## config.mk

```make
export PLATFORM = sky130hd
export DESIGN_NAME = framebuffer_scanout
export DESIGN_NICKNAME = d
export VERILOG_FILES = /design/src/rtl/display_pkg.sv /design/src/rtl/vga_timing.sv /design/src/rtl/framebuffer_scanout.sv
export SDC_FILE = /design/constraint.sdc
export NUM_CORES = 1
export LEC_CHECK = 0
export ABC_CLOCK_PERIOD_IN_PS = 3450
export BUFFER_PORTS_ARGS = -buffer_cell sky130_fd_sc_hd__buf_4
export CORE_AREA = 2 2 474 476
export CTS_CLUSTER_SIZE = 28
export DETAILED_ROUTE_END_ITERATION = 7
export DIE_AREA = 0 0 476 478
export PLACE_DENSITY = 0.3
export SYNTH_ARGS = -nofsm -noshare
export SYNTH_HDL_FRONTEND = slang
export SYNTH_HIERARCHICAL = 1
export SYNTH_SLANG_ARGS = --single-unit
```

## constraint.sdc

```tcl
create_clock -name clock -period 3.45 [get_ports clock]
set_input_delay 0.345 -clock clock [delete_from_list [all_inputs] [get_ports clock]]
set_output_delay 0.345 -clock clock [all_outputs]
set_load 0.01 [all_outputs]
```

## src/rtl/display_pkg.sv

```systemverilog
// Shared 640x480@60 timing constants, 40x30 cell-grid geometry and the
// cell address helper used by the framebuffer scanout.
package display_pkg;

    typedef logic [9:0] coord_t;

    localparam coord_t H_VISIBLE    = 10'd640;
    localparam coord_t H_FRONT      = 10'd16;
    localparam coord_t H_SYNC       = 10'd96;
    localparam coord_t H_BACK       = 10'd48;
    localparam coord_t H_TOTAL      = H_VISIBLE + H_FRONT + H_SYNC + H_BACK;
    localparam coord_t H_SYNC_START = H_VISIBLE + H_FRONT;
    localparam coord_t H_SYNC_END   = H_SYNC_START + H_SYNC - 10'd1;
    localparam coord_t H_LAST       = H_TOTAL - 10'd1;

    localparam coord_t V_VISIBLE    = 10'd480;
    localparam coord_t V_FRONT      = 10'd10;
    localparam coord_t V_SYNC       = 10'd2;
    localparam coord_t V_BACK       = 10'd33;
    localparam coord_t V_TOTAL      = V_VISIBLE + V_FRONT + V_SYNC + V_BACK;
    localparam coord_t V_SYNC_START = V_VISIBLE + V_FRONT;
    localparam coord_t V_SYNC_END   = V_SYNC_START + V_SYNC - 10'd1;
    localparam coord_t V_LAST       = V_TOTAL - 10'd1;

    localparam logic [10:0] GRID_W     = 11'd40;
    localparam logic [10:0] GRID_H     = 11'd30;
    localparam int          CELL_SHIFT = 4;
    localparam int          FB_BITS    = 1200;

    // Only meaningful for visible positions, where the result is at most 1199.
    function automatic logic [10:0] cell_addr(input coord_t h, input coord_t v);
        logic [10:0] row;
        logic [10:0] col;
        row = 11'(v >> CELL_SHIFT);
        col = 11'(h >> CELL_SHIFT);
        return row * GRID_W + col;
    endfunction

endpackage

```

## src/rtl/vga_timing.sv

```systemverilog
// Pixel-tick divider, horizontal/vertical scan counters and the combinational
// sync / visible-area decode of the current scan position.
module vga_timing
    import display_pkg::*;
#(
    parameter int CLK_DIV = 2
) (
    input  logic   clock,
    input  logic   reset_n,
    output logic   tick,
    output coord_t hcount,
    output coord_t vcount,
    output logic   visible,
    output logic   hs_n,
    output logic   vs_n,
    output logic   frame_wrap
);

    logic [3:0] div_q;
    coord_t     h_q;
    coord_t     v_q;

    assign tick = (div_q == 4'(CLK_DIV - 1));

    always_ff @(posedge clock or negedge reset_n) begin
        if (!reset_n) begin
            div_q <= '0;
            h_q   <= '0;
            v_q   <= '0;
        end else begin
            div_q <= tick ? 4'd0 : div_q + 4'd1;
            if (tick) begin
                if (h_q == H_LAST) begin
                    h_q <= '0;
                    v_q <= (v_q == V_LAST) ? 10'd0 : v_q + 10'd1;
                end else begin
                    h_q <= h_q + 10'd1;
                end
            end
        end
    end

    assign hcount     = h_q;
    assign vcount     = v_q;
    assign visible    = (h_q < H_VISIBLE) && (v_q < V_VISIBLE);
    assign hs_n       = !((h_q >= H_SYNC_START) && (h_q <= H_SYNC_END));
    assign vs_n       = !((v_q >= V_SYNC_START) && (v_q <= V_SYNC_END));
    // The tick that takes the scan from (799,524) back to (0,0).
    assign frame_wrap = tick && (h_q == H_LAST) && (v_q == V_LAST);

endmodule

```

## src/rtl/framebuffer_scanout.sv

```systemverilog
// 40x30 one-bit framebuffer to 640x480 VGA scanout, 16x16 pixels per cell.
// Define SCANOUT_SHADOW_EN to scan from a per-frame shadow copy (tear-free).
module framebuffer_scanout
    import display_pkg::*;
#(
    parameter int          CLK_DIV  = 2,
    parameter logic [11:0] FG_COLOR = 12'hFFF,
    parameter logic [11:0] BG_COLOR = 12'h000
) (
    input  logic               clock,
    input  logic               reset_n,
    input  logic [FB_BITS-1:0] framebuffer,
    output logic [3:0]         vga_r,
    output logic [3:0]         vga_g,
    output logic [3:0]         vga_b,
    output logic               vga_hs,
    output logic               vga_vs,
    output logic               frame_start
);

    logic   tick;
    coord_t hcount;
    coord_t vcount;
    logic   visible;
    logic   hs_n;
    logic   vs_n;
    logic   frame_wrap;

    vga_timing #(
        .CLK_DIV(CLK_DIV)
    ) u_timing (
        .clock     (clock),
        .reset_n   (reset_n),
        .tick      (tick),
        .hcount    (hcount),
        .vcount    (vcount),
        .visible   (visible),
        .hs_n      (hs_n),
        .vs_n      (vs_n),
        .frame_wrap(frame_wrap)
    );

    logic [FB_BITS-1:0] pixel_src;

`ifdef SCANOUT_SHADOW_EN
    logic [FB_BITS-1:0] shadow_q;

    // Captured on the last tick of a frame so the next frame sees one snapshot.
    always_ff @(posedge clock or negedge reset_n) begin
        if (!reset_n) begin
            shadow_q <= '0;
        end else if (frame_wrap) begin
            shadow_q <= framebuffer;
        end
    end

    assign pixel_src = shadow_q;
`else
    assign pixel_src = framebuffer;
`endif

    logic [10:0] addr;
    logic        pixel_bit;
    logic [11:0] colour;

    // Address is only formed inside the visible area, keeping the index below 1200.
    always_comb begin
        addr      = '0;
        pixel_bit = 1'b0;
        colour    = 12'h000;
        if (visible) begin
            addr      = cell_addr(hcount, vcount);
            pixel_bit = pixel_src[addr];
            colour    = pixel_bit ? FG_COLOR : BG_COLOR;
        end
    end

    always_ff @(posedge clock or negedge reset_n) begin
        if (!reset_n) begin
            vga_r       <= '0;
            vga_g       <= '0;
            vga_b       <= '0;
            vga_hs      <= 1'b1;
            vga_vs      <= 1'b1;
            frame_start <= 1'b0;
        end else begin
            frame_start <= frame_wrap;
            if (tick) begin
                {vga_r, vga_g, vga_b} <= colour;
                vga_hs                <= hs_n;
                vga_vs                <= vs_n;
            end
        end
    end

endmodule

```

==> summary.txt, run 1 <==
Critical path
  – Crit-path max FO: 12
  – CP bufs+invs: 2
  – Crit-path cells: buf_12, mux2i_1, a22oi_1, nand3_1, buf_12, and4_1, a31oi_1, o2111ai_1, a311oi_1, or4_4
  – Worst Setup Start Kind: register
  – Cell mode on critical path: buf_12
  – Reg2reg start: u_timing/hcount[5]$_DFFE_PN0N_
  – WP data required: 3.60 ns
  – CP peak stage delay: between 0.8 and 0.9 ns
  – Arr. time, crit path: 3.62 ns
  – Crit path from: u_timing/hcount[5]$_DFFE_PN0N_
  – Reg2reg path depth: 10
  – CP Capture Type: register
  – Delay-heaviest family, CP: simple AND/OR/NAND/NOR gates
  – Reg2reg setup slack: -0.02 ns
  – RR Endpoint: vga_r[2]$_DFFE_PN0P_
  – Slowest cell on crit path: mux2i_1
  – Critical path class: reg2reg

Synthesis
  – Post-synth EDFFs: 0
  – Synth area leader: mux4_2
  – #FFs+latches synth: 28
  – Syn Area/Cell: around 12 µm²
  – Post-Synth Adder-Cell Area: 0.0196
  – Mapped Nets: 2200
  – Post-synthesis sequential area ratio: 0.0604
  – Synth top area share: 0.555
  – Compound-gate portion of the synthesized area: 0.122
  – Ys async rst share: 1.00
  – Cell variety after synth: 66
  – Mapped cell area: about 0.012 mm²
  – Synth Flop Type: dfrtp_1
  – Mapped Cells: ~980
  – Largest family of logic cells by synthesized area: multiplexers
  – Post-Synth Simple-Gate Area: 0.0980
  – Post-synthesis xor/xnor area fraction: 0.0173
  – Most instantiated cells after synthesis: mux4_2, nand2_1, a22oi_1
  – YS warnings: 6
  – Mux cell area share after synthesis: 0.619
  – Synth top area cells: mux4_2, mux2i_1, dfrtp_1
  – Most numerous cell in the Yosys netlist: mux4_2

Route
  – DR WL/cell: 28.7 µm
  – Remaining antenna violation count: 0
  – # DRC: 0
  – Detailed router's first-iteration violation count: just over 800
  – Vias per cell: just over 3
  – Vias: approximately 17000
  – WL final: approximately 160 mm
  – DRT Pass-1 Iters: 5

Global routing
  – First-pass GRT wire length: between 150 and 200 mm
  – Vias in the first global route: ~18000
  – Largest net degree at the start of global routing: 32
  – Total global-route track usage: 0.127
  – Initial antenna violation count: 75
  – Total gr overflow: 0

STA
  – Final Max Tran Viols: 0
  – Final Hold Fails: 0
  – Post-layout min period: around 3.5 ns
  – Worst-Margin Slew: between 0.9 and 1 ns
  – Hold WS: around 0.0050 ns
  – Worst Skew: 0.00300 ns
  – Crit path setup slack, layout: -0.0241 ns
  – Setup violators final: 1
  – Period utilization: 1.01
  – Slew HR: 0.340
  – Highest Clock Rate: between 200 and 300 MHz
  – RSZ-0062 raised after global routing: true

CTS
  – TritonCTS clock tree: done
  – CTS H-tree depth: 1
  – Clk buf depth: 2
  – Worst-path clk slew: approximately 0.080 ns
  – Root Buffer: clkbuf_16
  – Clk_lat worst skew: roughly 0.28 ns
  – Num CTS Buffers: 3
  – Clk sink count: 28
  – # hold bufs at CTS: 0

Placed design
  – Placer Congestion: between 0.8 and 0.9
  – PortBufs: around 1200
  – Hpwl dp: 140 mm
  – Placed instance area: 0.0264 mm²

Power
  – VDD IR max: 133 µV
  – Leak pwr: 0.0114 µW
  – Pwr dens: approximately 93 mW/mm²

Cells and area
  – Utilization after layout: 0.126
  – Fillcell total: 25600
  – Layout area overhead: 141%
  – Share of layout cells above drive strength 1: 0.817
  – Post-route cell area: approximately 0.028 mm²
  – Layout Nets: 3628

Floorplan
  – Die height: approximately 480 µm
  – Initial Utilization: 0.0522
  – DIE AREA: roughly 0.23 mm²
  – Row count: about 170
  – Die width: between 400 and 500 µm
  – IO Pins: 1217
  – Core box area: about 0.22 mm²

Flow run
  – Max Cap Violations: 0

Hold path
  – HP Class: in2async

Outcome
  – Failing checks: setup timing
  – Status: finished with violations
==> metal layers <==
layer  share of wire  global-route usage  vias to the layer above
li1                -                   -                     7173
met1            0.38               0.144                     8415
met2            0.54               0.245                      947
met3           0.060              0.0212                      107
met4           0.018              0.0266                       28
met5          0.0012                   0                        -
==> state kept, by name, summed over array words and instances, names as in the netlist <==
register / cells
frame_start: 1
vga_vs: 1
vga_hs: 1
vga_r: 1
u_timing/div_q: 4
u_timing/vcount: 10
u_timing/hcount: 10
==> timing repair <==
item	CTS	global route
buffers inserted	39	22
pin swaps	19	28
resized for setup	103	60
endpoints found under the setup margin	1	1
cloned	2	5
==> cell families (layout without fill, tap and decap cells) <==
| family | count (synthesis) | count (layout) |
|---|---|---|
| buf+inv | 129 | 1555 |
| fa+ha+maj | 17 | 17 |
| compound gates | 204 | 204 |
| flops | 28 | 28 |
| mux | 361 | 361 |
| xor+xnor | 23 | 23 |
| other cells | 0 | 19 |
| simple gates | 219 | 220 |
==> cells in the final DEF, fill, tap and decap left out, drive strengths merged, types with 13 or more instances in the layout <==
| master | count |
|---|---|
| nand4 | 15 |
| dfrtp | 26 |
| nand3 | 41 |
| o21ai | 22 |
| a21oi | 33 |
| buf | 1533 |
| nor2b | 13 |
| mux2i | 68 |
| ha | 15 |
| diode | 19 |
| nor2 | 24 |
| xor2 | 13 |
| a22oi | 69 |
| a31oi | 16 |
| nand2 | 70 |
| mux4 | 287 |
==> cell type report <==
cell class | instances | area [µm²] | share of cell area
Tap cell | 2992 | 3740 | 0.133
Multi-Input combinational cell | 825 | 10900 | 0.390
Sequential cell | 28 | 714 | 0.0255
Clock buffer | 3 | 75.1 | 0.00268
Clock inverter | 1 | 30.0 | 0.00107
Inverter | 12 | 46.3 | 0.00165
Timing Repair Buffer | 1539 | 12500 | 0.444
Antenna cell | 19 | 47.5 | 0.00169
==> power by group <==
part | internal (µW) | switching, µW
combinational | 1250 | 663
clock | 232 | 137
sequential | 329 | 0.240
==> per-stage QoR <==
stage	worst slack, ns	instances	setup TNS [ns]	power, µW
after floorplan	0.323	981	0	712
after CTS	-0.0403	5374	-0.0403	2660
after detailed placement	-0.866	5331	-0.866	2260
final	-0.0241	5419	-0.0241	2610
after global placement	-0.872	5331	-0.872	2250
after global routing	-0.0527	5410	-0.0527	2730
==> how the worst max path moves through the flow <==
stage,to,cells past startpoint,slack (ns)
3_5_place_dp,vga_r[2]$_DFFE_PN0P_,10,-0.87
6_report,vga_r[2]$_DFFE_PN0P_,10,-0.02
4_1_cts,vga_r[2]$_DFFE_PN0P_,12,-0.04
5_1_grt,vga_r[2]$_DFFE_PN0P_,11,-0.05
2_1_floorplan,vga_r[2]$_DFFE_PN0P_,11,0.32
3_3_place_gp,vga_r[2]$_DFFE_PN0P_,10,-0.87
(Power assumes the default switching activity.)
==> inputs of run 2 (changes only) <==
BUFFER_PORTS_ARGS = -buffer_cell sky130_fd_sc_hd__clkbuf_2   (was -buffer_cell sky130_fd_sc_hd__buf_4)
REMOVE_ABC_BUFFERS = 1   (was default)
==> run 2 against run 1 <==
Net effect:
- the run still ends with setup timing left
- fmax down 0.91%
- clock power up 5%
- wire length down 0.71%
- worst hold slack better by 0.15 ns
- register-to-register slack worse by 0.03 ns
- via count up 0.17%
- sequential power up 2%
- critical path type unchanged
- critical endpoint unchanged
- largest power group unchanged
- highest routed layer unchanged
==> summary.txt, run 2 (synthesis gave the netlist of run 1 again) <==
STA
  – Crit path setup slack, layout: -0.0560 ns
  – Slew HR: 0.403
  – Period utilization: 1.02
  – Post-layout min period: roughly 3.5 ns
  – Final Hold Fails: 0
  – Worst-Margin Slew: around 0.89 ns
  – Highest Clock Rate: between 200 and 300 MHz
  – Hold WS: between 0.15 and 0.2 ns
  – RSZ-0062 raised after global routing: true
  – Setup violators final: 1
  – Final Max Tran Viols: 0
  – Worst Skew: 0.00595 ns

CTS
  – TritonCTS clock tree: done
  – Clk_lat worst skew: between 0.2 and 0.3 ns
  – CTS H-tree depth: 1
  – Clk buf depth: 2
  – Num CTS Buffers: 3
  – Clk sink count: 28
  – Root Buffer: clkbuf_16
  – Worst-path clk slew: approximately 0.09 ns

Critical path
  – CP bufs+invs: 4
  – WP data required: 3.62 ns
  – Delay-heaviest family, CP: adder cells
  – RR Endpoint: vga_r[2]$_DFFE_PN0P_
  – CP Capture Type: register
  – Crit-path max FO: 6
  – Reg2reg start: u_timing/hcount[7]$_DFFE_PN0N_
  – Critical path class: reg2reg
  – Reg2reg path depth: 12
  – CP peak stage delay: 0.69 ns
  – Setup crit end: vga_r[2]$_DFFE_PN0P_
  – Arr. time, crit path: between 3 and 4 ns
  – Instance count on the critical path: 12
  – Crit path from: u_timing/hcount[7]$_DFFE_PN0N_
  – Slowest cell on crit path: fa_4
  – Reg2reg setup slack: -0.06 ns
  – Cell mode on critical path: buf_4
  – Worst Setup Start Kind: register
  – Crit-path cells: ha_4, inv_2, fa_4, buf_16, nand2b_4, buf_4, buf_4, o211ai_1, o21ai_1, a31oi_1, and4b_1, or4_1

Floorplan
  – DIE AREA: between 0.2 and 0.25 mm²
  – Core box area: approximately 0.22 mm²
  – Initial Utilization: 0.0522
  – Die height: approximately 480 µm
  – Die width: 476 µm
  – Row count: 174
  – IO Pins: approximately 1200

Cells and area
  – Most frequent cells in the layout: clkbuf_2, mux4_2, buf_4
  – Share of layout cells above drive strength 1: 0.799
  – Post-route cell area: 0.0246 mm²
  – Most common cell after layout, fill and taps aside: clkbuf_2
  – Utilization after layout: 0.110
  – Layout area overhead: 111%
  – Layout Nets: 3612

Power
  – VDD IR max: 139 µV
  – Leak pwr: 0.0105 µW
  – Final Power: 2170 µW
  – Pwr dens: ~88 mW/mm²

Route
  – DR WL/cell: roughly 28 µm
  – WL final: around 150 mm
  – Detailed router's first-iteration violation count: roughly 760
  – Remaining antenna violation count: 0
  – Vias: between 15000 and 20000
  – DRT Pass-1 Iters: 5
  – # DRC: 0
  – Vias per cell: between 3 and 4

Global routing
  – Initial antenna violation count: 90
  – Vias in the first global route: 18300
  – First-pass GRT wire length: 190 mm
  – Largest net degree at the start of global routing: 40
  – Total global-route track usage: 0.129
  – Total gr overflow: 0

Outcome
  – Failing checks: setup timing
  – Status: finished with violations

Placed design
  – Dpl ws: -1.28 ns
  – PortBufs: 1216
  – Placed instance area: 0.0234 mm²
  – Hpwl dp: ~140 mm
  – Placer Congestion: 0.881

Flow run
  – Max Cap Violations: 0

Hold path
  – HP Class: in2async
==> run 2: changes by cell type in the layout (fill, tap and decap cells not counted), moves of 7 or more <==
cell | before | now
buf_4 | 1463 | 243
clkbuf_2 | 0 | 1216
a22oi_1 | 41 | 58
a22oi_2 | 28 | 11
diode_2 | 19 | 31
mux2i_1 | 55 | 66
mux2i_4 | 8 | 1
==> run 2: stage by stage <==
step           instances  setup TNS (ns)
6_report            5415         -0.0560
5_1_grt             5403          -0.182
4_1_cts             5369          -0.114
3_5_place_dp        5331           -1.28
3_3_place_gp        5330           -1.83
2_1_floorplan        864         -174.81
==> run 2: power breakdown <==
part | switching [µW] | internal, µW | leakage [µW]
Combinational | 607 | 845 | 0.0101
Clock | 154 | 233 | 0.0000513
Sequential | 5.27 | 329 | 0.000363
==> run 2: worst reg2reg max path: stages, from the launching register on <==
cell	delay (ns)
dfrtp_1	0.42
ha_4	0.18
inv_2	0.06
fa_4	0.69
buf_16	0.21
nand2b_4	0.16
buf_4	0.15
buf_4	0.13
o211ai_1	0.49
o21ai_1	0.11
a31oi_1	0.19
and4b_1	0.20
or4_1	0.39
==> run 2: how the worst min path moves through the flow <==
| stage | to | depth (start not counted) |
|---|---|---|
| after floorplan | frame_start$_DFF_PN0_ | 0 |
| after global placement | u_timing/div_q[0]$_DFF_PN0_ | 1 |
| after detailed placement | u_timing/div_q[3]$_DFF_PN0_ | 1 |
| after CTS | frame_start$_DFF_PN0_ | 1 |
| after global routing | frame_start$_DFF_PN0_ | 1 |
| final | frame_start$_DFF_PN0_ | 1 |
==> run 2: repair_timing <==
item                                    4_1_cts  5_1_grt
endpoints found under the setup margin        1        1
pin swaps                                    16       14
hold buffers                                  0        0
setup buffers                                28       16
resized for setup                            67       24
gates cloned                                  6        0
==> run 2: area by class of cell <==
class                      count  area [µm²]
antenna                       31        77.6
fill                       25900      199000
clock inverter                 1        30.0
inverter                      12        46.3
multi-input combinational    825       10700
clock buffer                   3        75.1
tap                         2992        3740
sequential                    28         716
timing repair buffer        1523        9200
==> run 2: routing by layer <==
| metal | part of all wire | vias up | track usage |
|---|---|---|---|
| li1 | - | 7137 | - |
| met1 | 0.40 | 8332 | 0.152 |
| met2 | 0.50 | 1006 | 0.231 |
| met3 | 0.074 | 184 | 0.0327 |
| met4 | 0.032 | 40 | 0.0347 |
| met5 | 0.0017 | - | 0 |
==> inputs of run 3 (changes only) <==
CORE_AREA = 2 2 473 475   (was 2 2 474 476)
CTS_CLUSTER_DIAMETER = 80   (was default)
DIE_AREA = 0 0 475 477   (was 0 0 476 478)
SYNTH_HIERARCHICAL = default   (was 1)
==> run 3 against run 2 <==
Net effect:
- combinational power is essentially flat
- via count decreased by 4.6%
- clock power fell by 1%
- critical endpoint is now vga_r[2]$_DFFE_PN0N_
- worst hold slack improved by 0.021 ns
- wire length shrank 5.5%
- the flow still finishes with violations (setup timing)
- sequential share of layout area up 0.21 points
- area after synthesis decreased by 0.45%
- critical path depth unchanged
- sequential cell count did not move
- fmax up 1.5%
==> summary.txt, run 3 <==
Outcome
  – Status: finished with violations
  – Failing checks: setup timing

Cells and area
  – Multi-input logic area: 0.0104 mm²
  – Register area: between 700 and 800 µm²
  – Most common cell after layout, fill and taps aside: clkbuf_2
  – Share of layout cells above drive strength 1: 0.794
  – Most frequent cells in the layout: clkbuf_2, mux4_2, buf_4
  – Fillcell total: 25800
  – Layout Nets: roughly 3400
  – Non-Filler Instances: ~5200
  – Layout area overhead: 97.4%

Power
  – NetSw: ~770 µW
  – Pwr dens: 94.5 mW/mm²
  – Gate power share: 0.670
  – Clock share of power: 0.176
  – VDD IR max: 173 µV
  – Net Sw Frac: 0.357
  – Flop pwr share: 0.154
  – Leak pwr: ~0.0097 µW
  – Final Power: 2160 µW
  – Internal power: around 1400 µW

Synthesis
  – Synth Flop Type: dfrtp_1
  – Synth top area cells: mux4_2, dfrtp_1, a22oi_1
  – Cell variety after synth: 60
  – Ys async rst share: 1.00
  – #FFs+latches synth: 28
  – Mapped Cells: ~950
  – Most instantiated cells after synthesis: mux4_2, a22oi_1, nand2_1
  – Most numerous cell in the Yosys netlist: mux4_2
  – Post-synth EDFFs: 0
  – Post-synthesis sequential area ratio: 0.0607
  – YS warnings: 0
  – Syn Area/Cell: 12.2 µm²
  – Synth area leader: mux4_2
  – Synth top area share: 0.600
  – Mapped cell area: about 0.012 mm²

Global routing
  – Vias in the first global route: approximately 17000
  – First-pass GRT wire length: approximately 180 mm
  – Total gr overflow: 0
  – Busiest grt layer: met2
  – Met3 Use GR: 0.0231
  – Grt met2 use: 0.221
  – GRT met1 Usage: 0.142
  – Total global-route track usage: 0.122
  – Initial antenna violation count: 93
  – Largest net degree at the start of global routing: 58

Placed design
  – Hpwl dp: about 140 mm
  – DP Cell Count: around 5200
  – PortBufs: 1216
  – Placer Congestion: between 0.8 and 0.9
  – Dpl ws: -0.522 ns

Route
  – Remaining antenna violation count: 0
  – Vias: around 16000
  – WL final: between 100 and 150 mm
  – DRT Pass-1 Iters: 5
  – DR WL/cell: approximately 28 µm
  – Vias per cell: 3.04
  – Detailed router's first-iteration violation count: about 920
  – # DRC: 0

STA
  – Worst-Margin Slew: 0.870 ns
  – Slew HR: 0.420
  – Final Max Tran Viols: 0
  – RSZ-0062 raised after global routing: true
  – Setup violators final: 1
  – Crit path setup slack, layout: -0.00428 ns
  – Post-layout min period: roughly 3.5 ns
  – Worst Skew: between 0.005 and 0.006 ns
  – Period utilization: 1.00
  – Highest Clock Rate: just under 300 MHz
  – Final Hold Fails: 0

Floorplan
  – Core box area: roughly 0.22 mm²
  – Die height: approximately 480 µm
  – DIE AREA: between 0.2 and 0.25 mm²
  – IO Pins: about 1200
  – Row count: 173
  – Initial Utilization: 0.0524
  – Die width: around 480 µm

Critical path
  – CP Capture Type: register
  – Slowest cell on crit path: fa_4
  – WP data required: around 3.6 ns
  – CP peak stage delay: about 0.9 ns
  – Crit-path cells: ha_4, inv_2, fa_4, buf_12, mux4_2, mux2i_2, a22oi_2, a211oi_4, buf_4, o211ai_1, a32oi_1, o31ai_2
  – Worst Setup Start Kind: register
  – Critical path class: reg2reg
  – Arr. time, crit path: 3.61 ns
  – CP bufs+invs: 3
  – Crit-path max FO: 8
  – Delay-heaviest family, CP: adder cells

CTS
  – Worst-path clk slew: ~0.090 ns
  – Root Buffer: clkbuf_16
  – # hold bufs at CTS: 0
  – CTS H-tree depth: 1
  – Clk_lat worst skew: around 0.28 ns
  – Num CTS Buffers: 3
  – Clk buf depth: 2
  – TritonCTS clock tree: done
  – Clk sink count: 28

Hold path
  – HP Class: in2async

Flow run
  – Max Cap Violations: 0
==> run 3: changes by cell type after synthesis, sizes merged, moves of 6 or more <==
cell	delta
xnor2	+6
nor2	+11
a21oi	-18
nor3	+7
o22ai	+8
a22oi	-16
mux2i	-37
o21ai	+15
a31oi	-7
xor2	-7
nand2	-17
mux4	+22
==> run 3: worst reg2reg max path, stage by stage (launching register included) <==
cell and delay [ns]:
dfrtp_1 0.40, ha_4 0.16, inv_2 0.04, fa_4 0.88, buf_12 0.18, mux4_2 0.32
mux2i_2 0.21, a22oi_2 0.15, a211oi_4 0.33, buf_4 0.17, o211ai_1 0.14, a32oi_1 0.27
o31ai_2 0.09
==> run 3: area by class of cell <==
cell class	count	area share
clock buffers	3	0.00328
repair buffers	1389	0.337
clock inverters	1	0.00131
diodes	46	0.00503
well taps	2975	0.163
multi-input cells	790	0.457
flip-flops and latches	28	0.0312
inverters	12	0.00252
==> run 3: through the flow <==
stage | instance area (µm²) | util | hold slack, ns | setup TNS, ns
after floorplan | 10900 | - | 0.0494 | -206.12
after global placement | 22200 | 0.100 | 0.480 | -0.705
after detailed placement | 22200 | 0.100 | 0.485 | -0.522
after CTS | 22700 | 0.102 | 0.212 | -0.0184
after global routing | 22800 | 0.103 | 0.230 | -0.110
final | 22900 | 0.103 | 0.177 | -0.00428
==> run 3: cells by family (layout without fill, tap and decap cells) <==
family / count (synthesis) / count (layout) / share of synthesized area
mux: 345 / 345 / 0.632
simple gates: 230 / 230 / 0.102
compound gates: 174 / 174 / 0.102
buf+inv: 130 / 1405 / 0.0640
flops: 28 / 28 / 0.0607
xor+xnor: 23 / 23 / 0.0186
fa+ha+maj: 18 / 18 / 0.0207
other cells: 0 / 46 / 0
==> run 3: path summary, 6_finish.rpt <==
kind                                                start                              to  slack (ns)  cells after the start
setup / recovery           u_timing.hcount[7]$_DFFE_PN0N_            vga_r[2]$_DFFE_PN0N_      -0.004                     12
setup reg to reg           u_timing.hcount[7]$_DFFE_PN0N_            vga_r[2]$_DFFE_PN0N_      -0.004                     12
max in group asynchronous                         reset_n  u_timing.hcount[4]$_DFFE_PN0N_        2.63                      1
hold / removal                                    reset_n           frame_start$_DFF_PN0_        0.18                      1
min in group clock            u_timing.div_q[0]$_DFF_PN0_     u_timing.div_q[0]$_DFF_PN0_        0.51                      1
hold reg to reg               u_timing.div_q[0]$_DFF_PN0_     u_timing.div_q[0]$_DFF_PN0_        0.51                      1
==> run 3: routing by layer <==
metal,up-vias,wire length [µm]
met5,-,114
met2,980,73700
li1,6779,-
met3,150,8840
met4,18,5800
met1,8012,57200
==> run 3: repair_timing <==
item,in CTS,in global routing
pin swaps,10,7
resized for setup,37,14
endpoints found under the setup margin,1,1
buffers inserted,15,4
==> run 3: power groups by stage <==
stage	sequential (µW)	clock [µW]	combinational [µW]
3_5_place_dp	339	0	1490
4_1_cts	333	388	1510
6_report	332	381	1450
3_3_place_gp	339	0	1490
5_1_grt	333	400	1550
2_1_floorplan	341	0	369
